`config.mk`:
```
export PLATFORM = sky130hd
export DESIGN_NAME = instr_fetch
export DESIGN_NICKNAME = d
export VERILOG_FILES = /design/src/rtl/vn_pkg.sv /design/src/rtl/instr_fetch.sv
export SDC_FILE = /design/constraint.sdc
export NUM_CORES = 1
export LEC_CHECK = 0
export ABC_AREA = 1
export ABC_CLOCK_PERIOD_IN_PS = 1730
export BUFFER_PORTS_ARGS = -buffer_cell sky130_fd_sc_hd__buf_2
export CAP_MARGIN = 20
export CORE_AREA = 3 3 79 81
export CTS_CLUSTER_DIAMETER = 80
export DETAILED_ROUTE_END_ITERATION = 16
export DIE_AREA = 0 0 82 84
export PLACE_DENSITY = 0.81
export SLEW_MARGIN = 15
export SYNTH_ARGS = -nofsm -noshare
export SYNTH_HDL_FRONTEND = slang
export SYNTH_SLANG_ARGS = --single-unit
```
`constraint.sdc`:
```
create_clock -name clk -period 1.73 [get_ports clk]
set_input_delay 0.346 -clock clk [delete_from_list [all_inputs] [get_ports clk]]
set_output_delay 0.346 -clock clk [all_outputs]
set_load 0.01 [all_outputs]
```
`src/rtl/vn_pkg.sv`:
```
// Shared definitions for the fetch sequencer, the decoder and the execute stage.
// Address width, word width, opcode field position and the fetch-state encoding.
// One source of truth so that every stage slices the instruction the same way.
package vn_pkg;

    localparam int ADDR_W  = 12;
    localparam int DATA_W  = 16;
    localparam int OPC_W   = 4;

    // The opcode occupies the top OPC_W bits of the word; the operand is the rest.
    localparam int OPC_MSB = DATA_W - 1;
    localparam int OPC_LSB = DATA_W - OPC_W;
    localparam int OPND_W  = DATA_W - OPC_W;

    typedef enum logic [2:0] {
        FS_IDLE,
        FS_REQ,
        FS_WAIT,
        FS_HOLD,
        FS_JUMP,
        FS_DRAIN
    } fetch_state_t;

    function automatic logic [OPC_W-1:0] opcode_of(input logic [DATA_W-1:0] word);
        return word[OPC_MSB:OPC_LSB];
    endfunction

    function automatic logic [OPND_W-1:0] operand_of(input logic [DATA_W-1:0] word);
        return word[OPND_W-1:0];
    endfunction

endpackage

```
`src/rtl/instr_fetch.sv`:
```
// Instruction fetch sequencer: reads at PC_Q, latches the word into IR, presents it to execute.
// Latency: read issued one edge after REQ; IR_VALID high one edge after MEM_ACK (3 cycles/instr).
// Backpressure: IR_READY low holds IR and stalls further reads; BUS_BUSY holds off new reads.
// Ports: clk/REST_N; START/HALT control; PC_Q in, PC_EN/PC_LOAD/PC_DIN to the PC;
//        MEM_RD/MEM_ADDR/MEM_ACK/MEM_RDATA/BUS_BUSY memory bus; IR/OPCODE/OPERAND/INSTR_PC/
//        IR_VALID/IR_READY to execute; JMP_EN/JMP_ADDR redirect from execute.
module instr_fetch
    import vn_pkg::*;
(
    input  logic              clk,
    input  logic              REST_N,
    input  logic              START,
    input  logic              HALT,
    input  logic [ADDR_W-1:0] PC_Q,
    output logic              PC_EN,
    output logic              PC_LOAD,
    output logic [ADDR_W-1:0] PC_DIN,
    output logic              MEM_RD,
    output logic [ADDR_W-1:0] MEM_ADDR,
    input  logic              MEM_ACK,
    input  logic [DATA_W-1:0] MEM_RDATA,
    input  logic              BUS_BUSY,
    output logic [DATA_W-1:0] IR,
    output logic [OPC_W-1:0]  OPCODE,
    output logic [OPND_W-1:0] OPERAND,
    output logic [ADDR_W-1:0] INSTR_PC,
    output logic              IR_VALID,
    input  logic              IR_READY,
    input  logic              JMP_EN,
    input  logic [ADDR_W-1:0] JMP_ADDR
);

    fetch_state_t state;

    // Field split is a pure slice of the IR register, so it is as stable as IR itself.
    assign OPCODE  = opcode_of(IR);
    assign OPERAND = operand_of(IR);

    always_ff @(posedge clk or negedge REST_N) begin
        if (!REST_N) begin
            state    <= FS_IDLE;
            PC_EN    <= 1'b0;
            PC_LOAD  <= 1'b0;
            PC_DIN   <= '0;
            MEM_RD   <= 1'b0;
            MEM_ADDR <= '0;
            IR       <= '0;
            INSTR_PC <= '0;
            IR_VALID <= 1'b0;
        end else begin
            // PC control outputs are single-cycle pulses.
            PC_EN   <= 1'b0;
            PC_LOAD <= 1'b0;

            case (state)
                FS_IDLE: begin
                    // A jump while idle only sets the boot vector; fetching waits for START.
                    if (JMP_EN) begin
                        PC_LOAD <= 1'b1;
                        PC_DIN  <= JMP_ADDR;
                    end else if (START) begin
                        state <= FS_REQ;
                    end
                end

                FS_REQ: begin
                    if (JMP_EN) begin
                        PC_LOAD  <= 1'b1;
                        PC_DIN   <= JMP_ADDR;
                        IR_VALID <= 1'b0;
                        state    <= FS_JUMP;
                    end else if (HALT) begin
                        state <= FS_IDLE;
                    end else if (!BUS_BUSY) begin
                        MEM_RD   <= 1'b1;
                        MEM_ADDR <= PC_Q;
                        state    <= FS_WAIT;
                    end
                end

                FS_WAIT: begin
                    if (JMP_EN) begin
                        // The in-flight read is now stale: its data is dropped and the
                        // PC is not incremented, since the load supersedes it.
                        PC_LOAD <= 1'b1;
                        PC_DIN  <= JMP_ADDR;
                        if (MEM_ACK) begin
                            MEM_RD <= 1'b0;
                            state  <= FS_JUMP;
                        end else begin
                            state <= FS_DRAIN;
                        end
                    end else if (MEM_ACK) begin
                        IR       <= MEM_RDATA;
                        INSTR_PC <= MEM_ADDR;
                        MEM_RD   <= 1'b0;
                        IR_VALID <= 1'b1;
                        PC_EN    <= 1'b1;
                        state    <= FS_HOLD;
                    end
                end

                FS_HOLD: begin
                    if (JMP_EN) begin
                        PC_LOAD  <= 1'b1;
                        PC_DIN   <= JMP_ADDR;
                        IR_VALID <= 1'b0;
                        state    <= FS_JUMP;
                    end else if (IR_READY) begin
                        IR_VALID <= 1'b0;
                        state    <= HALT ? FS_IDLE : FS_REQ;
                    end
                end

                FS_DRAIN: begin
                    // The bus protocol requires the read to complete before a new one.
                    if (MEM_ACK) begin
                        MEM_RD <= 1'b0;
                        state  <= FS_JUMP;
                    end
                end

                FS_JUMP: begin
                    // One settling cycle so PC_Q shows the jump target before REQ samples it.
                    state <= HALT ? FS_IDLE : FS_REQ;
                end

                default: state <= FS_IDLE;
            endcase
        end
    end

endmodule

```
Word-level counts from Yosys, hierarchy flattened
Cells that the tools add are included.

Bits in registers: 59. Bits in latches: 0. RAM bits: 0. Memory bits (read-only): 0. Input bits: 48. Output and inout port bits: 72. Logic and storage cells: 70. Memories: 0.

$add $sub $neg: 0. Multiply operators: 0. Divide/modulo/power cells: 0. $lt $le $gt $ge: 0. Eq/ne operators: 18. Shift-type cells: 0. Multiplexer cells: 29. Bitwise gates (word level): 3. Reductions and logical operators: 11.

Operators by type and width (number): $mux 3 (10); $ne 2x2->1 const B (9); $pmux 3 s6 (1); $mux 1 (16); $reduce_and 5->1 (2); $eq 3x2->1 const B (2); $eq 3x3->1 const B (2); $ne 3x3->1 const B (2); $reduce_and 6->1 (1); $ne 4x4->1 const B (1); $reduce_and 4->1 (1); $reduce_or 4->1 (1); $eq 3x1->1 const B (1); $logic_not 3->1 (1); $not 1->1 (3); $pmux 1 s3 (1); $reduce_and 3->1 (1); $reduce_bool 3->1 (1); $ne 2x1->1 const B (1); $pmux 1 s2 (1); $reduce_and 2->1 (1); $reduce_bool 2->1 (1); $reduce_or 2->1 (1).

Longest topological paths before layout
Gate-level depths: netlist of run 1.

Depth after elaboration: 4. Gate-level depth with buffers: 8. Mapped depth without buffers: 8.

Least setup slack after synthesis of run 1
OpenSTA, ideal clock, no wires.

Path type: reg-to-reg. Start: register state[0]. End: register MEM_ADDR[10]. Setup time: 0.117 ns. Arrival: 1.170 ns. Data required time: 1.613 ns. Setup slack: 0.444 ns. Stages on the path, launching flop included: 9. Buffers on the path: 1. Clock period less this slack: 1.286 ns. Cell sequence: dfrtp_1 inv_1 nor2_4 nand3_4 nor2_4 inv_2 buf_6 nand2_1 nand2_1.

Word-level cells in the longest chain between the ends: 2.

Ends and longest elaborated chain: start, declared (RTL line instr_fetch.sv:33) `fetch_state_t state;`; start signal, assigned (RTL line instr_fetch.sv:111) `state <= HALT ? FS_IDLE : FS_REQ;`; start signal, assigned (RTL line instr_fetch.sv:125) `state <= HALT ? FS_IDLE : FS_REQ;`; $eq 3x1->1 (RTL line instr_fetch.sv:55) `case (state)`; $reduce_and 4->1 (no line); end signal, assigned (RTL line instr_fetch.sv:46) `MEM_ADDR <= '0;`; end signal, assigned (RTL line instr_fetch.sv:76) `MEM_ADDR <= PC_Q;`; end, declared (RTL line instr_fetch.sv:19) `output logic [ADDR_W-1:0] MEM_ADDR,`.

No other way between the ends. A chain may end at the register's enable or synchronous reset.

Worst setup path after layout of run 1
Start: register state[2]. End: register PC_DIN[8].

Word-level cells in the longest chain between the ends: 3. Elaborated cells on any way between the ends: 6. Those cells by class: 3 x eq/ne; 3 x reduce/logical.

Ends and longest elaborated chain: $eq 3x2->1 (tied with other cells) (RTL line instr_fetch.sv:55); $reduce_or 4->1 (no line) (*); $reduce_and 2->1 (no line) (*); end signal, assigned (RTL line instr_fetch.sv:60) `PC_DIN <= JMP_ADDR;`; end signal, assigned (RTL line instr_fetch.sv:69) `PC_DIN <= JMP_ADDR;`; end signal, assigned (RTL line instr_fetch.sv:86) `PC_DIN <= JMP_ADDR;`; end, declared (RTL line instr_fetch.sv:17) `output logic [ADDR_W-1:0] PC_DIN,`.

Mark *: on every way between the ends. The rest lies on a longest branch, timed or not.

==> results of run 1 <==
-- worst paths after layout --
check,depth (start not counted),slack (ps),endpoint,start
min in group clk,3,210,IR[1]$_DFFE_PN0P_,MEM_RDATA[1]
setup reg to reg,4,140,PC_DIN[8]$_DFFE_PN0P_,state[2]$_DFFE_PN0P_
hold / removal,2,20,PC_DIN[11]$_DFFE_PN0P_,REST_N
hold reg to reg,2,470,IR_VALID$_DFFE_PN0P_,IR_VALID$_DFFE_PN0P_
max in group asynchronous,2,1450,IR[0]$_DFFE_PN0P_,REST_N
setup / recovery,4,140,PC_DIN[8]$_DFFE_PN0P_,state[2]$_DFFE_PN0P_
-- repair_timing --
item | CTS | global route
endpoints found under the setup margin | 13 | 0
buffers inserted | 0 | 0
resized for setup | 1 | 0
-- sequential cells by signal (all words and copies together), names as in the netlist, 3 cells and up --
name / cells
state: 3
MEM_ADDR: 12
IR: 16
INSTR_PC: 12
PC_DIN: 12
-- logic make-up (layout without fill, tap and decap cells) --
group / Yosys count / count (layout) / synth area share
and+or+nand+nor: 198 / 198 / 0.316
DFF: 59 / 59 / 0.580
buffers and inverters: 36 / 148 / 0.0900
AOI/OAI and AO/OA: 7 / 7 / 0.0138
-- stage by stage --
stage	setup WS [ps]	util	cell area, µm²	instances
floorplan	444	-	2540	300
global placement	-115	0.555	3070	468
detailed placement	-202	0.555	3070	468
CTS	143	0.593	3280	484
global route	15.5	0.593	3280	484
finish	145	0.593	3280	484
-- where the power goes --
group / switching [µW] / internal [µW] / leakage [µW] / total, µW
clock network: 493 / 786 / 0.000104 / 1280
logic: 1250 / 858 / 0.00114 / 2110
registers: 425 / 1950 / 0.000761 / 2380
total: 2170 / 3600 / 0.00200 / 5760
-- cell usage after synthesis (2+ instances only) --
cell	number
nand2_1	178
nor2_1	7
inv_2	2
clkbuf_1	4
nand3_1	6
a21oi_1	3
inv_1	7
dfrtp_1	59
buf_6	4
buf_4	16
nor2_4	2
buf_2	2
o21ai_0	3
-- final cells by class --
cell class	count	area, µm²	area share
well taps	72	90.1	0.0274
inverters	10	38.8	0.0118
clock buffers	15	176	0.0537
repair buffers	122	631	0.192
clock inverters	1	30.0	0.00915
flip-flops and latches	59	1480	0.450
multi-input cells	205	841	0.256
-- layout by cell type, fill, tap and decap left out, drive strengths merged --
cell type	n
clkinv	1
o21ai	4
nand2	178
nor2	9
bufinv	1
a21oi	3
nor3	1
clkbuf	15
nand3	8
inv	9
and2	1
buf	122
nand4	1
dfrtp	59
-- layer usage --
| metal | vias up | track usage | part of all wire |
|---|---|---|---|
| met5 | - | 0 | 0 |
| met4 | 0 | 0.0861 | 0.026 |
| met3 | 14 | 0.0594 | 0.065 |
| met2 | 94 | 0.296 | 0.49 |
| met1 | 1012 | 0.230 | 0.42 |
| li1 | 1108 | - | - |
==> results.md, run 1 <==
* Synth unique cells at 20
* Vias in the first global route at 2132
* Worst-path clk slew at roughly 60 ps
* Num CTS Buffers at 9
* # IOs at 120
* Slew margin rel. at 0.669
* CP bufs+invs at 1
* Cell accounting for the most synthesized area: dfrtp_1
* Core Box Area at 5540 µm²
* Antenna diode count at 0
* Initial core utilization at 0.459
* Vias post-DR at roughly 2.2k
* Mapped Area at 2540 µm²
* RSZ-0062 raised after global routing: no
* Most Frequent Cell on Critical Path: nand2_1
* CP Launch Type: flop
* Iter 0 DRT Violations at 101
* Worst hold margin at ~23 ps
* Run status: complete, no violations
* Antenna viol nets, final at 0
* CTS Hold Bufs at 0
* Synth warnings at 0
* Total Routing Usage GR at 0.187
* Drt total wl at 6030 µm
* Row count at 27
* Layout area overhead at 29.1%
* Main synth FF type: dfrtp_1
* Gpl congestion at 0.892
* Initial antenna violation count at 0
* Hold Path Class: in -> async
* TNS Setup at 0 ps
* Maxcap violations at 0
* Ranking of synthesized cells by area: dfrtp_1, nand2_1, buf_4, buf_6, nand3_1
* Top-area cell type share of the netlist area at 0.580
* # clock sinks at 59
* Filler Cell Count at a little over 500
* Slowest CP cell: dfrtp_1
* Vias/cell at 4.60
* Power Density at between 1500 and 2000 nW/µm²
* Syn Inst Count at 300
* Drt wl/cell at 12.5 µm
* Number of synthesized flops with an enable pin at 0
* Deepest clock path buffer count at 2
* Synth Register Bits at 59
* Post-detail-place hpwl at 4380 µm
* Pleak at between 0.002 and 0.0025 µW
* Power Total at 5760 µW
* CP Max Fanout at 14
* Min Clock Period, post-route at 1590 ps
* Crit path capture type: flop
* Cell family with most CP delay: simple AND/OR/NAND/NOR gates
* Setup Crit Path Kind: reg -> reg
* Port bufs at 119
* H-tree levels at 3
* 1st-pass router iterations at 4
* Die H at 84 µm
* Async S/R FF share, synth at 1.00
* Peak VDD IR at between 0.0007 and 0.0008 V
* Die Footprint at slightly below 7000 µm²
* CP max stage delay at 480 ps
* Syn Area/Cell at about 8.5 µm²
* Root Driver: clkbuf_8
* Final hold violation count at 0
* Register area share after synthesis at 0.580
* Synth Net Count at 348
* Peak Freq at between 600 and 700 MHz
* Total gr overflow at 0
* Share of cells above drive strength 1 at 0.350
* WP data arrival at 1790 ps
* Die span in x at around 80 µm
* TritonCTS clock tree: yes
* DRC violations left at 0
* Final setup viols at 0
* Critical Path, Cell by Cell: nor2_2, inv_1, nand2_1, nand2_1
* First-pass GRT wire length at roughly 10000 µm
* Final clock skew at 5.76 ps
* Largest net degree at the start of global routing at 60
* Worst Path Required at 1940 ps
* Fin crit share at 0.916
* Worst Tran Pin Value at between 400 and 500 ps
* Skew-Pair Late Insertion Delay at around 320 ps
* Fin. max-slew vios at 0
* Post-layout net count at 455
Note: power is estimated with default switching activity, not from simulation.
==> run 2, diff against run 1 <==
Settings changed: ABC_AREA 1 to 0, CORE_AREA 3 3 79 81 to 8 8 84 86, DIE_AREA 0 0 82 84 to 0 0 92 94.
==> run 2 against run 1 <==
  * Routed wire length shrank 7.2%
  * Cell count down 25%
  * Die area increased by 26%
  * Register-to-register slack hardly changed
  * Largest power group unchanged
==> results.md, run 2 <==
* Run status: complete, no violations
* Post-layout net count at 331
* Drt total wl at 5600 µm
* Fin worst setup slack at 144 ps
* Critical R2R Capture: state[0]$_DFFE_PN0P_
* Syn Inst Count at 171
* Vias in the first global route at 1845
* Final setup viols at 0
* Number of synthesized flops with an enable pin at 0
* Antenna diode count at 0
* Vias post-DR at about 1.7k
* Synth warnings at 0
* Deepest clock path buffer count at 2
* Main synth FF type: dfrtp_1
* Mapped Area at 2550 µm²
* Synth Net Count at 219
* Reg2Reg Setup Slack at 140 ps
* Antenna viol nets, final at 0
* Dpl ws at about 130 ps
* Post-detail-place hpwl at 4210 µm
* Skew-Pair Late Insertion Delay at about 320 ps
* WP data arrival at 1790 ps
* Layout area overhead at 31.0%
* Setup Crit Path Kind: reg -> reg
* First-pass GRT wire length at 9250 µm
* Crit path capture type: flop
* Die H at 94 µm
* Max reg flops at 16
* Clock share of power at 0.220
* Slew margin rel. at 0.750
* Reg-to-reg critical path startpoint: state[1]$_DFFE_PN0P_
* CP Max Fanout at 9
* Die span in x at 92 µm
* Peak Freq at 631 MHz
* Core Box Area at 5750 µm²
* Die Footprint at 8650 µm²
* Combinational share of power at 0.387
* Vias/cell at 4.77
* Maxcap violations at 0
* Worst Tran Pin Value at 370 ps
* Commonest non-fill, non-tap cell in the layout: buf_2
* Hold Path Class: in -> async
* Root Driver: clkbuf_8
* Share of cells above drive strength 1 at 0.681
* Final hold violation count at 0
* Fin crit share at 0.917
* Commonest non-fill, non-tap cells in the layout: buf_2, dfrtp_1, mux2_2, clkbuf_8, mux2_4
* Row count at 28
* Initial core utilization at 0.443
* Total gr overflow at 0
* Peak VDD IR at approximately 0.00077 V
* Initial antenna violation count at 0
* Num CTS Buffers at 9
* Biggest register: IR
* Internal power at 4140 µW
* DRC violations left at 0
* Post-synth top cells: dfrtp_1, mux2_2, buf_4
* 1st-pass router iterations at 3
* H-tree levels at 3
* Fin. max-slew vios at 0
* Cell accounting for the most synthesized area: dfrtp_1
* Synth Register Bits at just under 60
* Largest net degree at the start of global routing at 60
* Worst Path Required at 1930 ps
* Ranking of synthesized cells by area: dfrtp_1, mux2_2, buf_4, mux2_4, buf_6
* Port bufs at 119
* Syn Area/Cell at 14.9 µm²
* Pleak at 0.00178 µW
* Min Clock Period, post-route at 1590 ps
* Crit path capture: state[0]$_DFFE_PN0P_
* RSZ-0062 raised after global routing: no
* Gpl congestion at 0.778
* CP Launch Type: flop
* TNS Setup at 0 ps
* # clock sinks at 59
* Total Routing Usage GR at 0.135
* Reg2reg path depth at 4
* Async S/R FF share, synth at 1.00
* Post-CTS setup buffer count at 0
* Sw frac at 0.328
* # IOs at 120
* Final clock skew at 8.33 ps
* Worst-path clk slew at around 70 ps
* Top-area cell type share of the netlist area at 0.580
* Register area share after synthesis at 0.580
* CP startpoint: state[1]$_DFFE_PN0P_
* Seq pwr share at 0.393
* Drt wl/cell at 15.4 µm
* TritonCTS clock tree: yes
* Synth unique cells at 30
* Power Density at 1850 nW/µm²
* Top-count cell post-synth: dfrtp_1
* Iter 0 DRT Violations at 28
* Switching pwr at 2020 µW
-- run 2: cell types whose count changed after synthesis, sizes merged, moves of 4 or more --
cell / previous run / this run
clkbuf: 4 / 0
inv: 9 / 4
mux2: 0 / 53
nand2: 178 / 1
nand3: 8 / 1
nor2: 9 / 4
-- run 2: worst min-delay path by stage --
stage	to	slack, ps	cells past startpoint
after floorplan	INSTR_PC[0]$_DFFE_PN0P_	50	0
after global placement	IR[1]$_DFFE_PN0P_	370	2
after detailed placement	IR[2]$_DFFE_PN0P_	380	2
after CTS	IR[2]$_DFFE_PN0P_	10	2
after global routing	IR[1]$_DFFE_PN0P_	20	2
final	IR[1]$_DFFE_PN0P_	10	2
-- run 2: logic make-up (layout without fill, tap and decap cells) --
group / count (synthesis) / after routing / synth area share
buffers and inverters: 28 / 145 / 0.0805
DFF: 59 / 59 / 0.580
and+or+nand+nor: 16 / 16 / 0.0491
muxes: 53 / 53 / 0.248
AOI/OAI and AO/OA: 15 / 15 / 0.0432
-- run 2: worst max-delay path: stages (launching register included) --
cell,delay (ps)
dfrtp_2,460
nor2b_1,220
a32oi_1,140
o21ai_0,290
mux2_2,370
-- run 2: repair_timing --
item | 4_1_cts | 5_1_grt
endpoints found under the setup margin | 0 | 1
hold buffers | 0 | 0
hold endpoints to repair | 0 | 0
resized for setup | 0 | 1
-- run 2: stage by stage --
stage	total power, µW	instances	hold WS (ps)	utilization	area (µm²)
final	6160	363	13.4	0.581	3340
after global placement	4790	347	374	0.542	3120
after detailed placement	4880	347	375	0.542	3120
after CTS	6290	363	10.7	0.581	3340
after global routing	6620	363	20.2	0.581	3340
after floorplan	4040	171	50.4	-	2550
-- run 2: metal layers --
layer | wire (µm) | GRT usage
met1 | 2210 | 0.146
met2 | 2590 | 0.208
met3 | 712 | 0.0791
met4 | 88 | 0.0644
met5 | 0 | 0
-- run 2: layout make-up --
| class | count | area, µm² |
|---|---|---|
| well taps | 75 | 93.8 |
| repair buffers | 125 | 666 |
| flip-flops and latches | 59 | 1480 |
| clock inverters | 4 | 73.8 |
| clock buffers | 12 | 145 |
| multi-input cells | 84 | 866 |
| inverters | 4 | 15.0 |
| fillers | 500 | 2410 |
-- run 2: power by group through the flow --
stage	clock [µW]	sequential (µW)	combinational [µW]
after floorplan	0	2680	1370
after global placement	0	2400	2390
after detailed placement	0	2450	2440
after CTS	1420	2420	2450
after global routing	1490	2510	2620
final	1360	2420	2390
